`src/rtl/spi_mem_pkg.sv`:
```
// Shared constants and state encoding for the SPI memory responder.
// Opcodes, address length and the one-hot FSM state type.
package spi_mem_pkg;

   localparam logic [7:0] OP_READ  = 8'h03;
   localparam logic [7:0] OP_WRITE = 8'h02;

   localparam int ADDR_BYTES = 3;

   typedef enum logic [5:0] {
      S_IDLE   = 6'b000001,
      S_CMD    = 6'b000010,
      S_ADDR   = 6'b000100,
      S_RD     = 6'b001000,
      S_WR     = 6'b010000,
      S_IGNORE = 6'b100000
   } state_e;

endpackage

```
`src/rtl/spi_pin_sync.sv`:
```
// Pin synchronizer for sclk/cs_n/mosi with edge pulses.
// Edges are gated until the chain holds real post-reset samples.
module spi_pin_sync #(
   parameter int SYNC_STAGES = 2
) (
   input  logic clk,
   input  logic rst_n,
   input  logic sclk,
   input  logic cs_n,
   input  logic mosi,
   output logic mosi_s,
   output logic cs_n_s,
   output logic sclk_rise,
   output logic sclk_fall,
   output logic cs_fall
);
   import spi_mem_pkg::*;

   localparam int S = SYNC_STAGES;

   logic [S:0]   sclk_q, sclk_d;
   logic [S:0]   cs_q, cs_d;
   logic [S:0]   vld_q, vld_d;
   logic [S-1:0] mosi_q, mosi_d;

   always_comb begin
      sclk_d = {sclk_q[S-1:0], sclk};
      cs_d   = {cs_q[S-1:0], cs_n};
      vld_d  = {vld_q[S-1:0], 1'b1};
      mosi_d = {mosi_q[S-2:0], mosi};
   end

   always_ff @(posedge clk) begin
      if (!rst_n) begin
         sclk_q <= '0;
         cs_q   <= '1;
         vld_q  <= '0;
         mosi_q <= '0;
      end else begin
         sclk_q <= sclk_d;
         cs_q   <= cs_d;
         vld_q  <= vld_d;
         mosi_q <= mosi_d;
      end
   end

   assign mosi_s    = mosi_q[S-1];
   assign cs_n_s    = cs_q[S-1];
   assign sclk_rise = vld_q[S] & sclk_q[S-1] & ~sclk_q[S];
   assign sclk_fall = vld_q[S] & ~sclk_q[S-1] & sclk_q[S];
   assign cs_fall   = vld_q[S] & ~cs_q[S-1] & cs_q[S];

endmodule

```
`src/rtl/spi_mem_responder.sv`:
```
// SPI mode-0 target fronting a byte-wide synchronous memory.
// READ 0x03 / WRITE 0x02, 24-bit address, sequential auto-increment.
module spi_mem_responder #(
   parameter int ADDR_W      = 16,
   parameter int SYNC_STAGES = 2
) (
   input  logic              clk,
   input  logic              rst_n,
   input  logic              sclk,
   input  logic              cs_n,
   input  logic              mosi,
   output logic              miso,
   output logic              miso_oe,
   output logic [ADDR_W-1:0] mem_addr,
   output logic [7:0]        mem_wdata,
   output logic              mem_we,
   output logic              mem_re,
   input  logic [7:0]        mem_rdata,
   output logic              busy,
   output logic              cmd_err
);
   import spi_mem_pkg::*;

   localparam int SH_W = (ADDR_W > 8) ? ADDR_W : 8;

   state_e            state_q, state_d;
   logic [2:0]        bit_q, bit_d;
   logic [1:0]        byte_q, byte_d;
   logic [SH_W-2:0]   sh_q, sh_d;
   logic [SH_W-1:0]   sh_nx;
   logic [7:0]        tx_q, tx_d;
   logic              rd_q, rd_d;
   logic [ADDR_W-1:0] mem_addr_q, mem_addr_d;
   logic [7:0]        mem_wdata_q, mem_wdata_d;
   logic              mem_we_q, mem_we_d;
   logic              mem_re_q, mem_re_d;
   logic              re_dly_q, re_dly_d;
   logic              miso_q, miso_d;
   logic              cmd_err_q, cmd_err_d;

   logic mosi_s, cs_n_s, sclk_rise, sclk_fall, cs_fall;

   spi_pin_sync #(
      .SYNC_STAGES(SYNC_STAGES)
   ) u_sync (
      .clk      (clk),
      .rst_n    (rst_n),
      .sclk     (sclk),
      .cs_n     (cs_n),
      .mosi     (mosi),
      .mosi_s   (mosi_s),
      .cs_n_s   (cs_n_s),
      .sclk_rise(sclk_rise),
      .sclk_fall(sclk_fall),
      .cs_fall  (cs_fall)
   );

   always_comb begin
      state_d     = state_q;
      bit_d       = bit_q;
      byte_d      = byte_q;
      sh_d        = sh_q;
      tx_d        = tx_q;
      rd_d        = rd_q;
      mem_addr_d  = mem_addr_q;
      mem_wdata_d = mem_wdata_q;
      mem_we_d    = 1'b0;
      mem_re_d    = 1'b0;
      re_dly_d    = mem_re_q;
      miso_d      = miso_q;
      cmd_err_d   = cmd_err_q;
      sh_nx       = {sh_q, mosi_s};

      unique case (state_q)
         S_IDLE: begin
            bit_d  = '0;
            byte_d = '0;
            miso_d = 1'b0;
            if (cs_fall) state_d = S_CMD;
         end
         S_CMD: begin
            if (sclk_rise) begin
               sh_d  = sh_nx[SH_W-2:0];
               bit_d = bit_q + 3'd1;
               if (bit_q == 3'd7) begin
                  byte_d = '0;
                  if (sh_nx[7:0] == OP_READ) begin
                     rd_d    = 1'b1;
                     state_d = S_ADDR;
                  end else if (sh_nx[7:0] == OP_WRITE) begin
                     rd_d    = 1'b0;
                     state_d = S_ADDR;
                  end else begin
                     cmd_err_d = 1'b1;
                     state_d   = S_IGNORE;
                  end
               end
            end
         end
         S_ADDR: begin
            if (sclk_rise) begin
               sh_d  = sh_nx[SH_W-2:0];
               bit_d = bit_q + 3'd1;
               if (bit_q == 3'd7) begin
                  byte_d = byte_q + 2'd1;
                  if (byte_q == 2'(ADDR_BYTES - 1)) begin
                     mem_addr_d = sh_nx[ADDR_W-1:0];
                     mem_re_d   = rd_q;
                     state_d    = rd_q ? S_RD : S_WR;
                  end
               end
            end
         end
         S_RD: begin
            if (re_dly_q) tx_d = mem_rdata;
            if (sclk_fall) begin
               miso_d = tx_q[7];
               tx_d   = {tx_q[6:0], 1'b0};
               bit_d  = bit_q + 3'd1;
               // prefetch so the next byte is loaded before its first fall
               if (bit_q == 3'd7) begin
                  mem_addr_d = mem_addr_q + ADDR_W'(1);
                  mem_re_d   = 1'b1;
               end
            end
         end
         S_WR: begin
            if (mem_we_q) mem_addr_d = mem_addr_q + ADDR_W'(1);
            if (sclk_rise) begin
               sh_d  = sh_nx[SH_W-2:0];
               bit_d = bit_q + 3'd1;
               if (bit_q == 3'd7) begin
                  mem_wdata_d = sh_nx[7:0];
                  mem_we_d    = 1'b1;
               end
            end
         end
         S_IGNORE: begin
            miso_d = 1'b0;
         end
         default: state_d = S_IDLE;
      endcase

      if (cs_n_s) begin
         state_d  = S_IDLE;
         mem_we_d = 1'b0;
         mem_re_d = 1'b0;
         miso_d   = 1'b0;
      end
   end

   always_ff @(posedge clk) begin
      if (!rst_n) begin
         state_q     <= S_IDLE;
         bit_q       <= '0;
         byte_q      <= '0;
         sh_q        <= '0;
         tx_q        <= '0;
         rd_q        <= 1'b0;
         mem_addr_q  <= '0;
         mem_wdata_q <= '0;
         mem_we_q    <= 1'b0;
         mem_re_q    <= 1'b0;
         re_dly_q    <= 1'b0;
         miso_q      <= 1'b0;
         cmd_err_q   <= 1'b0;
      end else begin
         state_q     <= state_d;
         bit_q       <= bit_d;
         byte_q      <= byte_d;
         sh_q        <= sh_d;
         tx_q        <= tx_d;
         rd_q        <= rd_d;
         mem_addr_q  <= mem_addr_d;
         mem_wdata_q <= mem_wdata_d;
         mem_we_q    <= mem_we_d;
         mem_re_q    <= mem_re_d;
         re_dly_q    <= re_dly_d;
         miso_q      <= miso_d;
         cmd_err_q   <= cmd_err_d;
      end
   end

   assign miso_oe   = (state_q == S_RD);
   assign miso      = miso_q & miso_oe;
   assign mem_addr  = mem_addr_q;
   assign mem_wdata = mem_wdata_q;
   assign mem_we    = mem_we_q;
   assign mem_re    = mem_re_q;
   assign busy      = ~cs_n_s;
   assign cmd_err   = cmd_err_q;

endmodule

```
`config.mk`:
```
export PLATFORM = sky130hd
export DESIGN_NAME = spi_mem_responder
export DESIGN_NICKNAME = d
export VERILOG_FILES = /design/src/rtl/spi_mem_pkg.sv /design/src/rtl/spi_pin_sync.sv /design/src/rtl/spi_mem_responder.sv
export SDC_FILE = /design/constraint.sdc
export NUM_CORES = 1
export LEC_CHECK = 0
export CORE_ASPECT_RATIO = 0.5
export CORE_MARGIN = 2
export CORE_UTILIZATION = 23
export CTS_BUF_LIST = sky130_fd_sc_hd__clkbuf_16
export DETAILED_ROUTE_END_ITERATION = 6
export PLACE_DENSITY = 0.4
export SYNTH_ARGS = -nofsm -noshare
export SYNTH_HDL_FRONTEND = slang
export SYNTH_SLANG_ARGS = --single-unit
```
`constraint.sdc`:
```
create_clock -name clk -period 2.2 [get_ports clk]
set_input_delay 0.33 -clock clk [delete_from_list [all_inputs] [get_ports clk]]
set_output_delay 0.33 -clock clk [all_outputs]
set_load 0.01 [all_outputs]
```
Word level (Yosys, flattened, before mapping)
Index checks and enable logic that the tools add are counted.
Widths: inputs -> output; s select.
- add/subtract/negate cells: 3
- multiply operators: 0
- div/mod/pow operators: 0
- $lt $le $gt $ge: 0
- equality and inequality tests: 20
- shifts and indexed selects: 0
- multiplexer cells: 38
- bitwise operators: 16
- reduce and logical (&&, ||, !) cells: 21
- operator list (operator ; count):
    $mux 16 ; 6
    $mux 6 ; 8
    $pmux 16 s3 ; 1
    $pmux 6 s4 ; 1
    $add 16x1->16 const B ; 1
    $eq 8x2->1 const B ; 2
    $mux 8 ; 2
    $ne 2x2->1 const B ; 7
    $reduce_and 7->1 ; 2
    $reduce_and 5->1 ; 2
    $mux 1 ; 9
    $not 1->1 ; 9
    $pmux 3 s3 ; 1
    $reduce_bool 3->1 ; 3
    $mux 2 ; 4
    $and 1x1->1 ; 7
    $eq 6x1->1 const B ; 1
    $eq 6x2->1 const B ; 1
    $eq 6x3->1 const B ; 1
    $eq 6x4->1 const B ; 1
    $eq 6x5->1 const B ; 1
    $eq 6x6->1 const B ; 1
    $mux 3 ; 2
    $ne 2x1->1 const B ; 3
    14 further kinds ; 22
- flip-flop bits (word level): 75
- latch bits: 0
- bits in writable memories: 0
- memory bits (read-only): 0
- input bits: 13
- output and inout bits: 30
- word-level logic and storage cells: 116
- memories: 0

Depth between registers and ports, before layout
- depth in word-level cells: 6
- mapped depth: 8
- depth with buffers taken out: 7

Modules after synthesis
A second synthesis with hierarchy kept.
- cells, all modules: 391
- area total of the unflattened synthesis: 3383.2 µm²
- by module, submodules not included (module ; times used ; cells an instance ; area an instance (µm²) ; sequential area each (µm²)):
    spi_mem_responder ; 1 ; 367 ; 3074.2 ; 1281.2
    spi_pin_sync ; 1 ; 24 ; 309.0 ; 220.2

Worst setup path before layout
No wires, ideal clock.
- path kind: reg-to-reg
- from: register state_q[1]
- to: register mem_addr_q[10] (netlist: mem_addr[10])
- setup time: 0.135 ns
- data arrival time: 1.941 ns
- required time: 2.065 ns
- setup slack: 0.124 ns
- cell stages (with the launch flop): 8
- buffers on the path: 2
- clock period less this slack: 2.076 ns
- path through: dfxtp_1 -> or2_1 -> buf_6 -> or4_4 -> a221o_1 -> buf_6 -> o211ai_1 -> o31ai_1
- word-level cells in the longest chain between the ends: 3
- elaborated cells between the ends (all ways): 12
- classes of those cells: eq/ne: 9; mux: 1; reduce/logical: 2
- ends and longest elaborated chain (item ; RTL line ; source):
    from (decl) ; spi_mem_responder.sv:26 ; state_e state_q, state_d;
    from (signal assigned) ; spi_mem_responder.sv:168 ; state_q <= state_d;
    $eq 6x5->1, or another cell as far along ; spi_mem_responder.sv:74 ; unique case (state_q)
    $ne 2x2->1 (no source line), or another cell as far along ; - ;
    $reduce_and 7->1 (no source line) ; - ;
    to (signal assigned) ; spi_mem_responder.sv:174 ; mem_addr_q <= mem_addr_d;
    to (decl) ; spi_mem_responder.sv:33 ; logic [ADDR_W-1:0] mem_addr_q, mem_addr_d;
Parallel ways exist; a longest one is shown, timed or not.
A chain may end at the register's enable or synchronous reset.

Final worst setup path
- from: register state_q[2]
- to: register mem_addr_q[4] (netlist: mem_addr[4])
The elaborated chain is that of the path after synthesis.

==> impl_results.md <==
- Most common cell in the netlist: dfxtp_1
- Synth Warn #: 0
- Synth cell count leaders: dfxtp_1 (75), nand2_1 (58), nor2_1 (43), a21oi_1 (38), nand3_1 (17)
- Worst Path Arrival: about 2300 ps
- Post-synth net total: about 420
- CP endpoint kind: flop
- Yosys reg bits: 75
- PD cells: approximately 640 nW/um2
- Via count: around 3100
- Sequential power share: 45.9%
- Tcrit/Tclk final: between 90% and 100%
- TritonCTS clock tree: built
- Global-route wire length before repair: ~16000 um
- Row cnt: 31
- Detailed-placement wirelength estimate: 6800 um
- Largest net degree at the start of global routing: 53
- Switching Share: around 20%
- Synthesized area per cell: around 8.6 um2
- Critical path required time: between 2000 and 2500 ps
- Setup TNS: 0 ps
- Final setup viols: 0
- Final Slew Violations: 0
- Max-Cap Viols: 0
- NetSw: 609 uW
- Core box area: 14600 um2
- H-tree depth: 3
- IO Count: 43
- Post-synth top area share: a little over two fifths
- Drt drc: 0
- Final clock skew: approximately 7.4 ps
- Post-layout util: between 30% and 40%
- Vias in the first global route: around 3000
- Final ANT Viol Nets: 0
- Async SR Flop Fraction: 0%
- RSZ-0062 raised after global routing: no
- Main synth FF type: dfxtp_1
- CTS clock-pin slew for the worst setup and hold paths: approximately 60 ps
- Antenna cells: 0
- GRT Total Usage: between 10% and 20%
- Clock buffer count from CTS: 9
- Final wirelength: roughly 10000 um
- Nets@finish: 481
- IO buf count: 42
- Initial DRC Count: 127
- Die Ht: between 90 and 100 um
- Die ar.: 16200 um2
- Total grt overflow: 0
- Tmin final: around 2100 ps
- Static leakage: between 1.5 and 2 nW
- Initial antenna violation count: 0
- Sink Count: 75
- VDD IR-drop max: around 0.30 mV
- Hold Vio Cnt, Final: 0
- Clock tree buffer depth: 2
- Status: finished clean
- Clk_lat worst skew: about 330 ps
- Routed vias/inst: 4.63
- Relative slew slack: approximately three quarters
- Initial core utilization: between 20% and 30%
- Critical path class: reg -> reg
- Root Buffer: clkbuf_16
- Startpoint types: flop
- Routability cong.: about 0.80
- Syn Std Cell Area: 3480 um2
- Clock power frac: 51.7%
- Sequential area share after synthesis: 43.2%
- Top post-synthesis cells by area: dfxtp_1 (43%), nand2_1 (6.3%), a21oi_1 (5.5%)
- Comb power frac: 2.4%
- Mapped Cells: ~410
- First-pass DRT Iterations: 4
- Drt wl/cell: 15.1 um
- Yosys top cell by area: dfxtp_1
- Post-synth EDFFs: 0
- Max Fclk: ~0.47 GHz
- Slew @ Worst Pin: 394 ps
- Count of cell types in the netlist: between 50 and 60
- Hold crit path type: reg -> reg
- Pint: about 2.4 mW
- Area growth from synthesis to layout: 34.5%
- CP max FO: 16
- Share of cells above drive strength 1: ~15%
- Chip width: ~180 um
path summary, 6_finish.rpt:
path / from / slack (ps) / to / depth (start not counted)
worst max-delay path: state_q[2] / 70 / mem_addr[4] / 6
worst min-delay path: u_sync.cs_q[0] / 410 / u_sync.cs_q[1] / 1
worst max register to register: state_q[2] / 70 / mem_addr[4] / 6
worst min register to register: u_sync.cs_q[0] / 410 / u_sync.cs_q[1] / 1
routing by layer:
metal / routed length (um) / track usage (%) / vias to the layer above
met5: 0 / 0 / -
met4: 103 / 3.89 / 0
met3: 313 / 3.52 / 9
met2: 4340 / 19.6 / 38
met1: 5300 / 17.2 / 1469
li1: - / - / 1575
flip-flops by register name (all words and copies together), names as in the netlist:
name and count:
u_sync.mosi_q 2, mem_re 1, u_sync.sclk_q 3, miso_q 1
u_sync.vld_q 3, bit_q 3, u_sync.cs_q 3, mem_we 1
mem_wdata 8, byte_q 2, cmd_err 1, re_dly_q 1
sh_q 15, tx_q 8, rd_q 1, state_q 6
mem_addr 16
power groups by stage:
stage | sequential (mW) | combinational [mW] | clock (mW)
after floorplan | 1.40 | 0.0309 | 0
after global routing | 1.37 | 0.0797 | 1.66
final | 1.37 | 0.0727 | 1.55
after global placement | 1.40 | 0.0747 | 0
after CTS | 1.37 | 0.0743 | 1.60
after detailed placement | 1.40 | 0.0735 | 0
worst max-delay path, cell delays in order, from the launching register on:
cell       delay (ps)
dfxtp_1           300
or2_1             240
or4_4             500
a221o_2           480
clkbuf_16         220
a21oi_1           150
o32ai_2           100
cell usage in the layout, fill, tap and decap left out, drive strengths merged, types with 3 or more instances in the layout:
cell,netlist,routed
a211oi,3,3
a21o,5,5
a21oi,40,40
a311oi,7,7
and2,10,10
buf,11,28
clkbuf,14,11
clkdlybuf4s50,0,40
clkinv,1,3
dfxtp,75,75
ha,4,4
inv,5,7
mux2i,15,15
nand2,58,58
nand2b,4,4
nand3,17,17
nand3b,4,4
nand4,7,7
nand4b,6,6
nor2,43,43
nor2b,4,4
nor3,7,7
nor4,8,8
o21ai,13,13
o32ai,8,8
or3,4,4
xnor2,3,3
cell type report:
| type | instances | area, um2 |
|---|---|---|
| Inverter | 6 | 22.5 |
| Fill cell | 1542 | 9940 |
| Timing Repair Buffer | 72 | 716 |
| Sequential cell | 75 | 1500 |
| Tap cell | 198 | 248 |
| Multi-Input combinational cell | 300 | 1880 |
| Clock inverter | 7 | 85.1 |
| Clock buffer | 9 | 225 |
stage by stage:
step                      instances  hold WS (ps)  total power [mW]  setup slack, ps  instance area [um2]
final                           667           406              2.99             73.4                 4680
after global routing            667           435              3.11            0.496                 4680
after CTS                       665           410              3.05             18.5                 4600
after detailed placement        649           396              1.48             80.4                 4280
after global placement          649           394              1.48             88.7                 4280
after floorplan                 406           358              1.43              124                 3480
what timing repair did:
item	CTS	global route
cloned	0	2
buffers inserted	0	0
setup endpoints to repair	2	15
gates resized for setup	5	7
hold buffers	0	0
pin swaps	0	3
cell families (layout without fill, tap and decap cells):
| group | after synthesis | count (layout) | synth area share (%) |
|---|---|---|---|
| multiplexers | 15 | 15 | 4.32 |
| AO/OA/AOI/OAI | 92 | 92 | 18.7 |
| flip-flops | 75 | 75 | 43.2 |
| AND/OR/NAND/NOR | 185 | 185 | 26.9 |
| adder cells (fa/ha/maj) | 4 | 4 | 1.44 |
| buffers and inverters | 31 | 94 | 4.42 |
| XOR/XNOR | 4 | 4 | 1.01 |
Note: power is estimated with default switching activity, not from simulation.
